$ cat src/rtl/cpu_pkg.sv
// Shared CPU definitions: bus widths, fetch FSM states, IF/ID payload and instruction field helpers.
package cpu_pkg;

   localparam int unsigned ADDR_W  = 8;
   localparam int unsigned INSTR_W = 16;
   localparam logic [ADDR_W-1:0] RESET_PC = 8'h00;

   typedef enum logic [1:0] {
      S_BOOT = 2'd0,
      S_RUN  = 2'd1,
      S_HALT = 2'd2
   } fetch_state_t;

   // Payload held in the IF/ID register
   typedef struct packed {
      logic [INSTR_W-1:0] instr;
      logic [ADDR_W-1:0]  pc;
   } ifid_t;

   // Instruction field slices
   function automatic logic [2:0] instr_f15_13(input logic [INSTR_W-1:0] i);
      return i[15:13];
   endfunction

   function automatic logic [2:0] instr_f12_10(input logic [INSTR_W-1:0] i);
      return i[12:10];
   endfunction

   function automatic logic [2:0] instr_f9_7(input logic [INSTR_W-1:0] i);
      return i[9:7];
   endfunction

   function automatic logic [2:0] instr_f6_4(input logic [INSTR_W-1:0] i);
      return i[6:4];
   endfunction

   function automatic logic [3:0] instr_opcode(input logic [INSTR_W-1:0] i);
      return i[3:0];
   endfunction

endpackage

$ cat src/rtl/instr_fetch_unit_ifid_reg.sv
// IF/ID output register: valid/ready slot holding instruction and its pc, with flush.
module ifid_reg
   import cpu_pkg::*;
(
   input  logic               clk,
   input  logic               rst_n,
   input  logic               load,
   input  logic               flush,
   input  logic               ready,
   input  logic [INSTR_W-1:0] in_instr,
   input  logic [ADDR_W-1:0]  in_pc,
   output logic               valid,
   output logic [INSTR_W-1:0] out_instr,
   output logic [ADDR_W-1:0]  out_pc
);

   logic  valid_q, valid_d;
   ifid_t data_q, data_d;

   // Flush beats load; a consumed entry with no new load empties the slot
   always_comb begin
      valid_d = valid_q;
      data_d  = data_q;
      if (flush) begin
         valid_d = 1'b0;
      end else if (load) begin
         valid_d      = 1'b1;
         data_d.instr = in_instr;
         data_d.pc    = in_pc;
      end else if (ready) begin
         valid_d = 1'b0;
      end
   end

   // Slot state register
   always_ff @(posedge clk or negedge rst_n) begin
      if (!rst_n) begin
         valid_q <= 1'b0;
         data_q  <= '0;
      end else begin
         valid_q <= valid_d;
         data_q  <= data_d;
      end
   end

   assign valid     = valid_q;
   assign out_instr = data_q.instr;
   assign out_pc    = data_q.pc;

endmodule

$ cat src/rtl/instr_fetch_unit.sv
// Fetch stage: PC register, boot/run/halt FSM, redirect/flush and IF/ID handoff.
// Optional performance counters enabled by defining FETCH_PERF_CNT_EN.
module instr_fetch_unit
   import cpu_pkg::*;
#(
   parameter logic [ADDR_W-1:0] RESET_PC_P = RESET_PC
) (
   input  logic               clk,
   input  logic               rst_n,
   output logic [ADDR_W-1:0]  instr_addr,
   input  logic [INSTR_W-1:0] instr,
   input  logic               redirect_valid,
   input  logic [ADDR_W-1:0]  redirect_addr,
   input  logic               halt_req,
   input  logic               ifid_ready,
   output logic               ifid_valid,
   output logic [INSTR_W-1:0] ifid_instr,
   output logic [ADDR_W-1:0]  ifid_pc,
   output logic               halted
`ifdef FETCH_PERF_CNT_EN
   ,
   output logic [15:0]        perf_fetch_cnt,
   output logic [15:0]        perf_stall_cnt
`endif
);

   fetch_state_t      state_q, state_d;
   logic [ADDR_W-1:0] pc_q, pc_d;
   logic              halted_q, halted_d;
   logic              slot_free_c;
   logic              load_c;
   logic              flush_c;

   assign slot_free_c = !ifid_valid || ifid_ready;

   // Next-state, next-pc and IF/ID control; redirect outranks halt and stall
   always_comb begin
      state_d = state_q;
      pc_d    = pc_q;
      load_c  = 1'b0;
      flush_c = 1'b0;
      case (state_q)
         S_BOOT: begin
            state_d = S_RUN;
         end
         S_RUN: begin
            if (redirect_valid) begin
               pc_d    = redirect_addr;
               flush_c = 1'b1;
            end else begin
               if (slot_free_c) begin
                  load_c = 1'b1;
                  pc_d   = pc_q + ADDR_W'(1);
               end
               if (halt_req) begin
                  state_d = S_HALT;
               end
            end
         end
         S_HALT: begin
            if (redirect_valid) begin
               pc_d    = redirect_addr;
               flush_c = 1'b1;
               state_d = S_RUN;
            end
         end
         default: begin
            state_d = S_BOOT;
         end
      endcase
      halted_d = (state_d == S_HALT);
   end

   // FSM, pc and halted registers
   always_ff @(posedge clk or negedge rst_n) begin
      if (!rst_n) begin
         state_q  <= S_BOOT;
         pc_q     <= RESET_PC_P;
         halted_q <= 1'b0;
      end else begin
         state_q  <= state_d;
         pc_q     <= pc_d;
         halted_q <= halted_d;
      end
   end

   assign instr_addr = pc_q;
   assign halted     = halted_q;

   ifid_reg u_ifid_reg (
      .clk       (clk),
      .rst_n     (rst_n),
      .load      (load_c),
      .flush     (flush_c),
      .ready     (ifid_ready),
      .in_instr  (instr),
      .in_pc     (pc_q),
      .valid     (ifid_valid),
      .out_instr (ifid_instr),
      .out_pc    (ifid_pc)
   );

`ifdef FETCH_PERF_CNT_EN
   logic [15:0] fetch_cnt_q, fetch_cnt_d;
   logic [15:0] stall_cnt_q, stall_cnt_d;

   // Saturating counters for IF/ID loads and back-pressure cycles in S_RUN
   always_comb begin
      fetch_cnt_d = fetch_cnt_q;
      stall_cnt_d = stall_cnt_q;
      if (load_c && (fetch_cnt_q != 16'hFFFF)) begin
         fetch_cnt_d = fetch_cnt_q + 16'd1;
      end
      if ((state_q == S_RUN) && !slot_free_c && (stall_cnt_q != 16'hFFFF)) begin
         stall_cnt_d = stall_cnt_q + 16'd1;
      end
   end

   // Counter registers
   always_ff @(posedge clk or negedge rst_n) begin
      if (!rst_n) begin
         fetch_cnt_q <= 16'd0;
         stall_cnt_q <= 16'd0;
      end else begin
         fetch_cnt_q <= fetch_cnt_d;
         stall_cnt_q <= stall_cnt_d;
      end
   end

   assign perf_fetch_cnt = fetch_cnt_q;
   assign perf_stall_cnt = stall_cnt_q;
`endif

endmodule

$ cat config.mk
export PLATFORM = sky130hd
export DESIGN_NAME = instr_fetch_unit
export DESIGN_NICKNAME = d
export VERILOG_FILES = /design/src/rtl/cpu_pkg.sv /design/src/rtl/instr_fetch_unit_ifid_reg.sv /design/src/rtl/instr_fetch_unit.sv
export SDC_FILE = /design/constraint.sdc
export NUM_CORES = 1
export LEC_CHECK = 0
export ABC_AREA = 1
export BUFFER_PORTS_ARGS = -buffer_cell sky130_fd_sc_hd__buf_2
export CAP_MARGIN = 20
export CORE_ASPECT_RATIO = 2
export CORE_MARGIN = 10
export CORE_UTILIZATION = 49
export CTS_CLUSTER_SIZE = 20
export DETAILED_ROUTE_END_ITERATION = 10
export PLACE_DENSITY = 0.79
export SLEW_MARGIN = 20
export SYNTH_ARGS = -nofsm -noshare
export SYNTH_HDL_FRONTEND = slang
export SYNTH_SLANG_ARGS = --single-unit
$ cat constraint.sdc
create_clock -name clk -period 1.79 [get_ports clk]
set_input_delay 0.179 -clock clk [delete_from_list [all_inputs] [get_ports clk]]
set_output_delay 0.179 -clock clk [all_outputs]
set_load 0.05 [all_outputs]
==> key figures, run 1 <==
Floorplanning
  • Core region area: 3420 um^2
  • Die area: between 6000 and 7000 um^2
  • Ports: between 60 and 70
  • Starting Density: 51.4%
  • Num rows: 30
  • Die Y: 105 um
  • Die Width: 62.3 um

Worst setup path
  • CP arrival: around 1800 ps
  • WS Path Type: reg -> reg
  • Critical Path RT: 1960 ps
  • CP Capture Type: flop
  • Crit start category: flop
  • Crit-path max FO: 13

Hold path
  • HP Class: in -> reg

CTS
  • CTS tree: built
  • Clock-pin transition on the worst setup and hold timing paths: ~70 ps
  • Num Clock Sinks: 36
  • Worst-case clock buffer depth: 2
  • CTS H-Tree Depth: 2
  • Worst-skew pair later-pin latency: 290 ps
  • CTS Buf Count: 5
  • # Post-CTS Setup Buffers: 0
  • Root Driver: clkbuf_8

Timing
  • Unrepaired setup endpoints after global routing: false
  • Final Hold Viols: 0
  • Worst Tran Pin Value: 454 ps
  • Rel. slew slack: approximately 70%
  • Minimum clock period: 1650 ps
  • Clock Skews: 6.55 ps
  • Max Clock Freq: 605 MHz
  • Final setup viols: 0
  • Max-slew violation count: 0
  • TNS Setup: 0 ps
  • Final period utilization: between 90 and 100%

Route
  • Drc violations: 0
  • Final wirelength: 4190 um
  • Post-DRT Antenna Nets: 0
  • Iteration-0 DRC count of the detailed router: 42
  • Wire per inst: 12.6 um
  • 1st-pass router iterations: 4
  • Via/cell ratio: 4.76
  • Detailed-route via count: 1,584

Global route
  • First-pass GRT wire length: ~7200 um
  • Pin count of the biggest net entering global routing: 37
  • Vias in the first global route: 1,561
  • Total gr overflow: 0
  • Initial antenna violation count: 0
  • All-Layer GR Usage: a little over an eighth

Place
  • Global placement routability congestion: around 0.74
  • IO Port Bufs: 62
  • Detailed Place HPWL: between 3000 and 4000 um

Final layout
  • Most common cell after layout, fill and taps aside: nand2_1
  • Area of the multi-input gates: 744 um^2
  • # diodes: 0
  • Most frequent cells in the layout: nand2_1 (85), buf_2 (62), dfrtp_1 (36)
  • Final #Nets: ~320
  • Area growth syn-to-layout: 26.1%
  • Fillers: 337
  • Ratio of cells with drive above 1 in the final layout: 30.5%
  • FF/Latch Area: 901 um^2

Synth
  • Netlist cell types: 21
  • Yosys Warn Count: 0
  • Post-Syn Instances: 217
  • Syn_area_per_cell: roughly 8.1 um^2
  • #FFs+latches synth: 36
  • Cell area after synthesis: 1750 um^2
  • Post-Syn Nets: roughly 250
  • Seq/Total Area, Yosys: 51.4%

Run status
  • Run status: complete, no violations

Flow run
  • Max-cap check violation count: 0
## per-layer routing
layer / routed length [um] / vias up / global-route usage [%] / part of all wire (%)
li1: - / 812 / - / -
met1: 1640 / 707 / 13.8 / 39
met2: 2160 / 56 / 22.6 / 51
met3: 287 / 9 / 4.06 / 6.8
met4: 112 / 0 / 6.43 / 2.7
met5: 0 / - / 0 / 0
## flip-flops by register name, summed over array words and instances, names as in the netlist
signal and count:
instr_addr 8, u_ifid_reg.out_instr 16, halted 1, u_ifid_reg.out_pc 8, u_ifid_reg.valid 1, state_q 2
## critical path: stages (launching register included)
cell     delay, ps
dfrtp_1        380
inv_1           90
ha_1           290
or2_2          330
nand3_4        180
inv_1          110
nand2_1         70
o21ai_0         70
## final timing paths
path	start	end	slack [ps]	cells after the start
setup / recovery	state_q[0]	instr_addr[1]	140	7
hold / removal	instr[9]	u_ifid_reg.out_instr[9]	120	3
setup reg to reg	state_q[0]	instr_addr[1]	140	7
hold reg to reg	u_ifid_reg.out_instr[9]	u_ifid_reg.out_instr[9]	470	2
max in group asynchronous	rst_n	u_ifid_reg.out_instr[7]	1010	3
min in group asynchronous	rst_n	u_ifid_reg.out_pc[4]	450	3
## layout make-up
type,count,area share (%)
Clock buffer,6,3.73
Timing Repair Buffer,68,16.2
Sequential cell,36,40.7
Clock inverter,2,0.452
Multi-Input combinational cell,158,33.7
Tap cell,48,2.71
Inverter,15,2.55
## synthesized netlist by cell type
library cell,instances,area [um^2]
or2_2,1,6.26
nand2_1,85,319
ha_1,5,62.6
nor2_2,5,31.3
nand3_2,1,10.0
buf_2,3,15.0
a21oi_1,2,10.0
dfrtp_1,36,901
nor2_4,1,11.3
buf_6,2,22.5
inv_2,1,3.75
o21ai_1,6,30.0
o21ai_2,1,8.76
xnor2_1,1,8.76
inv_1,14,52.6
buf_4,3,22.5
o21ai_0,7,35.0
nand2_2,2,12.5
xor2_1,1,8.76
nand3_1,26,130
nor2_1,14,52.6
## timing repair
item,CTS,global route
resized for setup,0,1
hold buffers,1,0
endpoints found under the hold margin,36,0
setup endpoints to repair,0,2
## kinds of logic (layout without fill, tap and decap cells)
group | count (synthesis) | in the layout | synth area share, %
and+or+nand+nor | 135 | 135 | 32.7
DFF | 36 | 36 | 51.4
buffers and inverters | 23 | 91 | 6.63
AOI/OAI and AO/OA | 16 | 16 | 4.78
adders and majority gates | 5 | 5 | 3.57
xor gates and xnor gates | 2 | 2 | 0.999
## through the flow
stage / setup WS (ps) / std cells / util [%] / area (um^2) / hold WS, ps
global route: 39.8 / 333 / 64.8 / 2210 / 128
floorplan: 290 / 217 / - / 1750 / -117
CTS: 73.4 / 333 / 64.5 / 2200 / 115
detailed placement: 87.0 / 324 / 61.5 / 2100 / 245
finish: 138 / 333 / 64.8 / 2210 / 124
global placement: 185 / 324 / 61.5 / 2100 / 247
Power of run 1 is not shown: default switching activity piles up to over one toggle a cycle in this logic, so the estimate is an artifact.
==> run 2, diff against run 1 <==
CORE_MARGIN = 8   (was 10)
RECOVER_POWER = 50   (was default)
==> key figures, run 2 (synthesis results as in run 1) <==
Floorplanning
  • Ports: 63 (unchanged)
  • Die Y: 101 um (-3.8%)
  • Num rows: 31 (+3.3%)
  • Starting Density: 49.7% (-1.7 points)
  • Die Width: 58.3 um (-6.4%)
  • Core region area: 3530 um^2 (+3.3%)
  • Die area: 5870 um^2 (-10%)

CTS
  • Hold buffers post-CTS: 0 (-1)
  • CTS tree: built
  • Worst-skew pair later-pin latency: 280 ps (about the same)
  • CTS Buf Count: 5 (unchanged)
  • # Post-CTS Setup Buffers: 0 (unchanged)
  • CTS resizes: 0 (unchanged)
  • Clock-pin transition on the worst setup and hold timing paths: 70 ps (about the same)
  • Worst-case clock buffer depth: 2 (unchanged)
  • Root Driver: clkbuf_8
  • CTS H-Tree Depth: 2 (unchanged)
  • Num Clock Sinks: 36 (unchanged)

Timing
  • Max-slew violation count: 0 (unchanged)
  • Final Hold Viols: 0 (unchanged)
  • Minimum clock period: 1700 ps (+53.0 ps)
  • Final setup viols: 0 (unchanged)
  • Clock Skews: 1.27 ps (-5.28 ps)
  • Worst Tran Pin Value: 886 ps (+432 ps)
  • Unrepaired setup endpoints after global routing: false
  • TNS Setup: 0 ps (unchanged)
  • Rel. slew slack: 41.0% (-29 points)
  • Final period utilization: 95.3% (+3.0 points)
  • Max Clock Freq: 587 MHz (-3.1%)

Worst setup path
  • R2R Setup Slk: 90 ps (-50 ps)
  • CP Capture Type: flop
  • Crit start category: flop
  • WS Path Type: reg -> reg
  • Path depth of the worst reg2reg path: 7 (unchanged)
  • Critical Path RT: 1950 ps (about the same)
  • Crit-path max FO: 13 (unchanged)
  • RR Startpoint: state_q[0]
  • CP arrival: 1860 ps (+40 ps)
  • Reg2reg end: instr_addr[0]

Flow run
  • Max-cap check violation count: 0 (unchanged)

Global route
  • Met2 usage: 25.9% (+3.3 points)
  • GR Layer Usage met1: 16.4% (+2.5 points)
  • First-pass GRT wire length: 7090 um (-1.4%)
  • Total gr overflow: 0 (unchanged)
  • GRT busiest layer: met2
  • Pin count of the biggest net entering global routing: 37 (unchanged)
  • Grt met3 use: 4.99% (+0.92 points)
  • Initial antenna violation count: 0 (unchanged)
  • Vias in the first global route: 1,596 (+2.2%)
  • All-Layer GR Usage: 15.1% (+2.0 points)

Place
  • Global placement routability congestion: 0.809 (+9.3%)
  • IO Port Bufs: 62 (unchanged)
  • Detailed Place HPWL: 3280 um (+2.5%)

Route
  • Via/cell ratio: 4.82 (+1.3%)
  • Wire per inst: 12.7 um (+1.1%)
  • Detailed-route via count: 1,605 (+1.3%)
  • 1st-pass router iterations: 6 (+2)
  • Final wirelength: 4240 um (+1.1%)
  • Iteration-0 DRC count of the detailed router: 37 (-12%)
  • Drc violations: 0 (unchanged)
  • Post-DRT Antenna Nets: 0 (unchanged)

Final layout
  • Final #Nets: 317 (-0.31%)
  • # diodes: 0 (unchanged)
  • Most common cell after layout, fill and taps aside: nand2_1
  • Largest register FFs: 16 (unchanged)
  • Area growth syn-to-layout: 24.9%
  • Most frequent cells in the layout: nand2_1 (85), buf_2 (45), dfrtp_1 (36)
  • Ratio of cells with drive above 1 in the final layout: 24.6% (-5.9 points)

Run status
  • Run status: complete, no violations

Hold path
  • HP Class: in -> async
==> run 2: changes by cell type in the layout (fill, tap and decap cells not counted) <==
| cell | delta |
|---|---|
| clkinv_2 | -1 |
| nand3_4 | -1 |
| nand3_2 | +1 |
| clkbuf_1 | +17 |
| clkbuf_2 | +1 |
| dlygate4sd3_1 | -1 |
| buf_2 | -17 |
| bufinv_16 | +1 |
| clkbuf_8 | -1 |
==> run 2: layer usage <==
| layer | up-vias | routed length (um) |
|---|---|---|
| met2 | 54 | 2080 |
| met5 | - | 0 |
| met3 | 4 | 339 |
| met1 | 731 | 1780 |
| li1 | 816 | - |
| met4 | 0 | 36 |
==> run 2: stage by stage <==
stage	cell area, um^2	utilization (%)	instances	worst slack [ps]	hold WS [ps]
finish	2190	62.1	333	85.0	2.85
global route	2190	62.1	333	0.604	97.0
CTS	2210	62.6	333	82.7	4.99
detailed placement	2100	59.6	325	95.1	310
global placement	2100	59.6	325	189	301
floorplan	1750	-	217	290	-117
==> run 2: worst max-delay path, stage by stage (launching register included) <==
cell     delay (ps)
dfrtp_1         380
inv_1           100
ha_1            290
or2_2           310
nand3_2         230
inv_1           120
nand2_1          70
o21ai_0          80
==> run 2: layout make-up <==
cell class                      instances  area, um^2
Timing Repair Buffer                   67         328
Sequential cell                        36         901
Fill cell                             334        1340
Clock inverter                          2        35.0
Multi-Input combinational cell        158         737
Inverter                               15        56.3
Tap cell                               49        61.3
Clock buffer                            6        72.6
==> run 2: how the worst max path moves through the flow <==
stage	slack, ps	cells after the start	end	start
2_1_floorplan	290	6	instr_addr[6]	instr_addr[1]
3_5_place_dp	100	7	instr_addr[0]	state_q[0]
5_1_grt	0.6	6	instr_addr[0]	state_q[0]
4_1_cts	80	7	instr_addr[0]	state_q[0]
6_report	90	7	instr_addr[0]	state_q[0]
3_3_place_gp	190	7	instr_addr[0]	state_q[0]
Power of run 2 is left out for the same reason.
